## src/rtl/key_sweep_ctrl_if.sv

```systemverilog
// Sweep controller bus: sweep request, compare pattern, datapath key/data and sweep results.
`timescale 1ns/1ps
interface key_sweep_ctrl_if;
  logic        start;
  logic        abort;
  logic [31:0] key_lo;
  logic [31:0] key_hi;
  logic [31:0] match_val;
  logic [31:0] match_mask;
  logic [31:0] key_out;
  logic [31:0] data_in;
  logic        busy;
  logic        done;
  logic        found;
  logic [31:0] found_key;
  logic [31:0] trial_count;
  logic [15:0] hit_count;

  modport master (
    output start, abort, key_lo, key_hi, match_val, match_mask, data_in,
    input  key_out, busy, done, found, found_key, trial_count, hit_count
  );

  modport slave (
    input  start, abort, key_lo, key_hi, match_val, match_mask, data_in,
    output key_out, busy, done, found, found_key, trial_count, hit_count
  );
endinterface

```

## src/rtl/key_sweep_ctrl.sv

```systemverilog
// Steps key_out from key_lo to key_hi and compares the masked datapath response per key.
// Optional macro KEY_SWEEP_CONTINUE_EN: hits do not end the sweep, hit_count saturates.
`timescale 1ns/1ps
module key_sweep_ctrl #(
  parameter int unsigned LAT = 1
) (
  input logic             clk,
  input logic             rst,
  key_sweep_ctrl_if.slave bus
);
  localparam int unsigned KW = 32;
  localparam int unsigned HW = 16;
  localparam int unsigned CW = 4;

  typedef enum logic [1:0] {IDLE, WAIT, CHECK, FIN} state_t;

  state_t        state;
  logic [KW-1:0] key_hi_q;
  logic [KW-1:0] val_q;
  logic [KW-1:0] mask_q;
  logic [CW-1:0] wait_cnt;
  logic          hit_c;
  logic          last_c;
  logic          stop_c;

  assign hit_c  = ((bus.data_in ^ val_q) & mask_q) == '0;
  assign last_c = bus.key_out == key_hi_q;
`ifdef KEY_SWEEP_CONTINUE_EN
  assign stop_c = last_c;
`else
  assign stop_c = last_c | hit_c;
`endif

  // The first key is presented on the start edge, so its WAIT is one cycle
  // shorter; later keys change on the CHECK edge and wait the full LAT.
  always_ff @(posedge clk or posedge rst) begin
    if (rst) begin
      state           <= IDLE;
      key_hi_q        <= '0;
      val_q           <= '0;
      mask_q          <= '0;
      wait_cnt        <= '0;
      bus.key_out     <= '0;
      bus.busy        <= 1'b0;
      bus.done        <= 1'b0;
      bus.found       <= 1'b0;
      bus.found_key   <= '0;
      bus.trial_count <= '0;
      bus.hit_count   <= '0;
    end else begin
      bus.done <= 1'b0;
      case (state)
        IDLE: begin
          if (bus.start) begin
            key_hi_q        <= bus.key_hi;
            val_q           <= bus.match_val;
            mask_q          <= bus.match_mask;
            bus.found       <= 1'b0;
            bus.found_key   <= '0;
            bus.trial_count <= '0;
            bus.hit_count   <= '0;
            bus.busy        <= 1'b1;
            if (bus.key_lo > bus.key_hi) begin
              state <= FIN;
            end else begin
              bus.key_out <= bus.key_lo;
              wait_cnt    <= CW'(LAT - 1);
              state       <= (LAT == 1) ? CHECK : WAIT;
            end
          end
        end
        WAIT: begin
          if (bus.abort) begin
            bus.busy <= 1'b0;
            state    <= IDLE;
          end else if (wait_cnt <= CW'(1)) begin
            state <= CHECK;
          end else begin
            wait_cnt <= wait_cnt - CW'(1);
          end
        end
        CHECK: begin
          if (bus.abort) begin
            bus.busy <= 1'b0;
            state    <= IDLE;
          end else begin
            bus.trial_count <= bus.trial_count + KW'(1);
            if (hit_c) begin
              if (bus.hit_count != '1) bus.hit_count <= bus.hit_count + HW'(1);
              if (!bus.found) bus.found_key <= bus.key_out;
              bus.found <= 1'b1;
            end
            if (stop_c) begin
              state <= FIN;
            end else begin
              bus.key_out <= bus.key_out + KW'(1);
              wait_cnt    <= CW'(LAT);
              state       <= WAIT;
            end
          end
        end
        FIN: begin
          bus.done <= 1'b1;
          bus.busy <= 1'b0;
          state    <= IDLE;
        end
        default: state <= IDLE;
      endcase
    end
  end
endmodule

```

## src/flat_wrapper.sv

```systemverilog
// flat-port wrapper written by rule: the top's interface ports become plain ports
module key_sweep_ctrl_flat 
#(
  parameter int unsigned LAT = 1
)
  (clk, rst, bus_start, bus_abort, bus_key_lo, bus_key_hi, bus_match_val, bus_match_mask, bus_data_in, bus_key_out, bus_busy, bus_done, bus_found, bus_found_key, bus_trial_count, bus_hit_count);
  key_sweep_ctrl_if bus_i ();
  input logic clk;
  input logic rst;
  input wire logic [$bits(bus_i.start)-1:0] bus_start;
  input wire logic [$bits(bus_i.abort)-1:0] bus_abort;
  input wire logic [$bits(bus_i.key_lo)-1:0] bus_key_lo;
  input wire logic [$bits(bus_i.key_hi)-1:0] bus_key_hi;
  input wire logic [$bits(bus_i.match_val)-1:0] bus_match_val;
  input wire logic [$bits(bus_i.match_mask)-1:0] bus_match_mask;
  input wire logic [$bits(bus_i.data_in)-1:0] bus_data_in;
  output wire logic [$bits(bus_i.key_out)-1:0] bus_key_out;
  output wire logic [$bits(bus_i.busy)-1:0] bus_busy;
  output wire logic [$bits(bus_i.done)-1:0] bus_done;
  output wire logic [$bits(bus_i.found)-1:0] bus_found;
  output wire logic [$bits(bus_i.found_key)-1:0] bus_found_key;
  output wire logic [$bits(bus_i.trial_count)-1:0] bus_trial_count;
  output wire logic [$bits(bus_i.hit_count)-1:0] bus_hit_count;
  assign bus_i.start = bus_start;
  assign bus_i.abort = bus_abort;
  assign bus_i.key_lo = bus_key_lo;
  assign bus_i.key_hi = bus_key_hi;
  assign bus_i.match_val = bus_match_val;
  assign bus_i.match_mask = bus_match_mask;
  assign bus_i.data_in = bus_data_in;
  assign bus_key_out = bus_i.key_out;
  assign bus_busy = bus_i.busy;
  assign bus_done = bus_i.done;
  assign bus_found = bus_i.found;
  assign bus_found_key = bus_i.found_key;
  assign bus_trial_count = bus_i.trial_count;
  assign bus_hit_count = bus_i.hit_count;
  key_sweep_ctrl #(.LAT(LAT)) u_core (.clk(clk), .rst(rst), .bus(bus_i));
endmodule
```

## config.mk

```make
export PLATFORM = sky130hd
export DESIGN_NAME = key_sweep_ctrl_flat
export DESIGN_NICKNAME = d
export VERILOG_FILES = /design/src/rtl/key_sweep_ctrl_if.sv /design/src/rtl/key_sweep_ctrl.sv /design/src/flat_wrapper.sv
export SDC_FILE = /design/constraint.sdc
export NUM_CORES = 1
export LEC_CHECK = 0
export ABC_AREA = 1
export CAP_MARGIN = 20
export CORE_UTILIZATION = 52
export CTS_CLUSTER_DIAMETER = 40
export DETAILED_ROUTE_END_ITERATION = 12
export PLACE_DENSITY = 0.88
export SETUP_SLACK_MARGIN = 0.2
export SYNTH_ARGS = -nofsm -noshare
export SYNTH_HDL_FRONTEND = slang
export SYNTH_SLANG_ARGS = --single-unit
```

## constraint.sdc

```tcl
create_clock -name clk -period 9.55 [get_ports clk]
set_clock_uncertainty 0.1 [all_clocks]
set_input_delay 0.955 -clock clk [delete_from_list [all_inputs] [get_ports clk]]
set_output_delay 0.955 -clock clk [all_outputs]
set_load 0.03 [all_outputs]
```

# After elaboration in Yosys (flattened, before gate mapping)
# Index checks and enable logic that the tools add are counted.
totals:
  ff_bits: 217
  input_bits: 164
  out_inout_bits: 115
  elab_cells: 90
op_classes:
  addsub: 4
  order_cmp: 2
  eq_ne: 16
  muxes: 39
  n_bitwise: 3
  reduce_logical: 14
ops:
  columns: ["operator", "count"]
  rows:
  - ["32-bit 2-to-1 mux", 9]
  - ["32-bit case mux with 2 select lines", 3]
  - ["32-bit by 1-bit adder with 32-bit output, second input constant", 2]
  - ["16-bit 2-to-1 mux", 4]
  - ["32-bit bitwise AND", 1]
  - ["32-bit equality test", 1]
  - ["32-bit > comparator", 1]
  - ["32-bit zero test", 1]
  - ["16-bit case mux with 2 select lines", 1]
  - ["32-bit XOR", 1]
  - ["4-bit 2-to-1 mux", 6]
  - ["16-bit by 1-bit adder with 16-bit output, second input constant", 1]
  - ["16-bit inequality test, second input constant", 1]
  - ["5-bit AND reduction", 3]
  - ["2-bit inequality test, second input constant", 7]
  - ["4-bit case mux with 3 select lines", 1]
  - ["2-bit 2-to-1 mux", 5]
  - ["2-bit case mux with 4 select lines", 1]
  - ["1-bit 2-to-1 mux", 7]
  - ["7-bit AND reduction", 1]
  - ["2-bit by 1-bit inequality test with 1-bit output, second input constant", 3]
  - ["2-bit AND reduction", 3]
  - ["2-bit equality test, second input constant", 2]
  - ["4-bit by 1-bit <= comparator with 1-bit output, second input constant", 1]
  - ["other kinds (12)", 12]

# Depth between registers and ports, before layout
logic_depth:
  word_depth: 7
  ltp_mapped: 18

# Least setup slack after synthesis
# OpenSTA, ideal clock, no wires.
synth_timing:
  kind: "input to register"
  from: "in bus_key_hi[7]"
  to: "reg u_core.wait_cnt[3]"
  arrival_time_ns: 2.496
  t_required_ns: 9.383
  slack_ns: 6.887
  stages: 14
  path_buffers: 2
  cell_sequence: "inv_1 ha_1 a21o_1 nor2_1 nand2_1 nand2_1 nand2_1 nand2_1 nand2_1 nand2_1 buf_2 buf_1 nand4_1 nand2_1"
synth_between:
  elab_chain_cells: 3
synth_lines:
  columns: ["item", "line", "source"]
  rows:
  - ["from (decl)", "flat_wrapper.sv:13", "input wire logic [$bits(bus_i.key_hi)-1:0] bus_key_hi;"]
  - ["32-bit > comparator", "key_sweep_ctrl.sv:63", "if (bus.key_lo > bus.key_hi) begin"]
  - ["2-bit inequality test (no source line)", null, null]
  - ["7-bit AND reduction (no source line)", null, null]
  - ["to (signal assigned)", "key_sweep_ctrl.sv:67", "wait_cnt <= CW'(LAT - 1);"]
  - ["to (signal assigned)", "key_sweep_ctrl.sv:79", "wait_cnt <= wait_cnt - CW'(1);"]
  - ["to (signal assigned)", "key_sweep_ctrl.sv:97", "wait_cnt <= CW'(LAT);"]
  - ["to (decl)", "key_sweep_ctrl.sv:21", "logic [CW-1:0] wait_cnt;"]
# No other way between the ends.
# A chain may end at the register's enable or synchronous reset.

# Final worst setup path
layout_timing:
  from: "in bus_key_lo[31]"
  to: "reg u_core.bus.key_out[12]"
layout_between:
  elab_chain_cells: 3
layout_lines:
  columns: ["item", "line", "source"]
  rows:
  - ["from (decl)", "flat_wrapper.sv:12", "input wire logic [$bits(bus_i.key_lo)-1:0] bus_key_lo;"]
  - ["32-bit > comparator", "key_sweep_ctrl.sv:63", null]
  - ["2-bit inequality test (no source line)", null, null]
  - ["5-bit AND reduction (no source line)", null, null]
  - ["to (signal assigned)", "key_sweep_ctrl.sv:66", "bus.key_out <= bus.key_lo;"]
  - ["to (signal assigned)", "key_sweep_ctrl.sv:96", "bus.key_out <= bus.key_out + KW'(1);"]
  - ["to (decl)", "key_sweep_ctrl_if.sv:26", "output key_out, busy, done, found, found_key, trial_count, hit_count"]
# No other way between the ends.

==> flow_metrics.py <==
metrics = {
    "floorplanning": {
        "ios": 279,
        "num_rows": 57,
        "die_area_mm2": 0.02535,
        "die_w_um": 159.2,
        "design.core.area_mm2": 0.02425,
        "start_util_pct": 53.00,
        "die_y_um": 159.2,
    },
    "clock_tree": {
        "cts_hold_buffers": 0,
        "clock_sinks": 217,
        "root_buffer": "clkbuf_16",
        "clk_pin_slew_ns": 0.05,
        "clk_latency_ns": 0.53,
        "cts_made_buffers": 37,
        "cts_tree": "yes",
        "cts_resized": 0,
        "cts.repair_timing.setup_buffer_count": 0,
        "htreeDepth": 2,
        "clockBufferDepth": 3,
    },
    "final_layout": {
        "final_common_cell": "nand2_1",
        "stdcell_count": 2325,
        "antennaDiodeCount": 0,
        "fin_nets": 2179,
        "area.sequential_mm2": 0.005430,
        "design_area_mm2": 0.01706,
        "multiInputGateArea_mm2": 0.006344,
        "area_growth_pct": 32.77,
        "drive_above_1_share_pct": 7.846,
        "n_fill_cell": 1884,
        "mostFrequentLayoutCells": "510 x nand2_1, 278 x clkdlybuf4s50_1, 217 x dfrtp_1, 200 x inv_1, 147 x nor2_1",
    },
    "place": {
        "hpwlAfterDp_um": 26740,
        "placed_area_mm2": 0.01580,
        "port_buffers": 278,
        "dp.cells": 2258,
        "gp_congestion": 0.9416,
    },
    "synth": {
        "synth_top_area_cell": "dfrtp_1",
        "synthTopCellsByArea": "dfrtp_1 42%, nand2_1 15%, inv_1 5.9%",
        "synth_cell_types": 42,
        "syn_area_mm2": 0.01285,
        "yosys.area.top_type_share_pct": 42.25,
        "syn_avg_cell_area_um2": 7.490,
        "synth_nets": 1921,
        "seq_area_frac_synth_pct": 42.25,
        "ys_seq_elements": 217,
        "yosys_warnings": 0,
        "postSynthCellCount": 1716,
    },
    "routing": {
        "drt_iter0_drc": 1175,
        "dr.pass1.iters": 6,
        "drc": 0,
        "wire_per_inst_um": 16.46,
        "num_vias": 12680,
        "routed_wl_um": 38270,
        "antenna_left": 0,
        "avgViaCountPerCell": 5.455,
    },
    "setup_path": {
        "crit_type": "input port to flop",
        "cp_max_fo": 39,
        "cp_data_arrival_time_ns": 4.27,
        "start_kind": "input port",
        "worst_setup_path_end_kind": "flop",
        "cp.required_ns": 9.84,
    },
    "timing": {
        "tightestPinTransition_ns": 0.9655,
        "finalSetupTns_ns": 0,
        "relSlewSlack_pct": 35.63,
        "setup_viol": 0,
        "worst_hold_slack_ns": 0.4043,
        "hold_viol": 0,
        "fmax_mhz": 251.5,
        "min_period_ns": 3.977,
        "rsz0062_at_grt": "no",
        "post-route-period-util_pct": 41.64,
        "maxSlewViolCount": 0,
    },
    "pwr": {
        "power.density_mw_per_mm2": 292.9,
        "p_leak_nw": 7.819,
        "irDropWorstVdd_mv": 0.1778,
    },
    "global_routing": {
        "grt_pass1_wl_um": 62400,
        "grt_pass1_vias": 12610,
        "globalRoute.totalOverflow": 0,
        "grtUsageTotal_pct": 30.22,
        "antenna_found_initial": 1,
        "grt_start_max_net_pins": 141,
    },
    "min_path": {
        "worstHoldPathType": "flop to flop",
    },
    "flow_run": {
        "max_cap_violations": 0,
    },
    "outcome": {
        "outcome": "finished clean",
    },
}
## sequential cells by signal, indices dropped and copies added, names as in the netlist
name and flops:
u_core.bus.found_key 32, u_core.bus.key_out 32, u_core.bus.trial_count 32, u_core.key_hi_q 32, u_core.mask_q 32, u_core.val_q 32, u_core.bus.hit_count 16, u_core.wait_cnt 4
u_core.state 2, u_core.bus.busy 1, u_core.bus.done 1, u_core.bus.found 1
## per-stage QoR
step                      utilization, %  power, mW  setup WS (ns)
after floorplan                        -      2.946          2.559
after global placement             65.14      3.540          5.284
after detailed placement           65.14      3.635          5.212
after CTS                          70.26      4.994          5.688
after global routing               70.37      5.305          5.499
final                              70.37      4.998          5.573
## metal layers
metal  track usage (%)  part of all wire, %
met4             14.20                  4.2
met2             51.87                   49
met1             36.57                   39
met3             5.939                  7.9
met5                 0                0.044
## Yosys cell counts (all sizes together)
cell type	instances
nor4	4
nand3b	5
o211ai	1
mux2	49
xnor2	28
a21oi	59
nor3	41
nor3b	2
o31ai	4
o21ba	1
ha	41
and3	2
o21a	1
a21o	2
buf	39
or2	21
clkbuf	29
xor2	20
inv	204
nand4	65
o21ai	116
nor2	150
nand2	511
a31oi	2
or3	1
dfrtp	217
a211oi	1
a221oi	1
a211o	1
nand3	96
mux2i	2
## final timing paths
path,slack (ns),cells past startpoint,startpoint,endpoint
max in group asynchronous,7.12,4,rst,u_core.bus.trial_count[24]
min,0.40,1,u_core.mask_q[7],u_core.mask_q[7]
min in group asynchronous,0.95,2,rst,u_core.key_hi_q[6]
min reg2reg,0.40,1,u_core.mask_q[7],u_core.mask_q[7]
max reg2reg,6.00,9,u_core.state[1],u_core.bus.found_key[11]
max,5.57,12,bus_key_lo[31],u_core.bus.key_out[12]
## report_power, final
| part | switching [mW] | leakage [nW] | internal [mW] |
|---|---|---|---|
| Combinational | 1.25 | 4.45 | 0.800 |
| Sequential | 0.360 | 2.76 | 1.27 |
| Clock | 0.502 | 0.615 | 0.822 |
| Total | 2.11 | 7.82 | 2.89 |
## critical path, cell delays in order
cell	delay (ns)
clkdlybuf4s50_1	0.58
ha_1	0.29
a21oi_1	0.23
o21a_1	0.18
nand2_1	0.09
a21oi_1	0.32
nand2_1	0.10
nand2_1	0.07
buf_4	0.40
nand3_2	0.69
nand2_1	0.27
nand2_1	0.08
## area by class of cell
type / count / area share (%)
inverter: 204 / 4.531
clock buffer: 44 / 5.873
sequential: 217 / 31.82
timing repair buffer: 287 / 16.82
multi-input combinational: 1227 / 37.18
tap: 324 / 2.376
clock inverter: 22 / 1.400
## cell families (layout without fill, tap and decap cells)
group,count (synthesis),in the layout,synth area share (%)
simple gates,898,898,29.79
flops,217,217,42.25
mux,51,51,4.449
buf+inv,272,557,8.508
xor+xnor,48,48,3.271
fa+ha+maj,41,41,3.991
compound gates,189,189,7.740
Power figures use the tool's default switching activity.
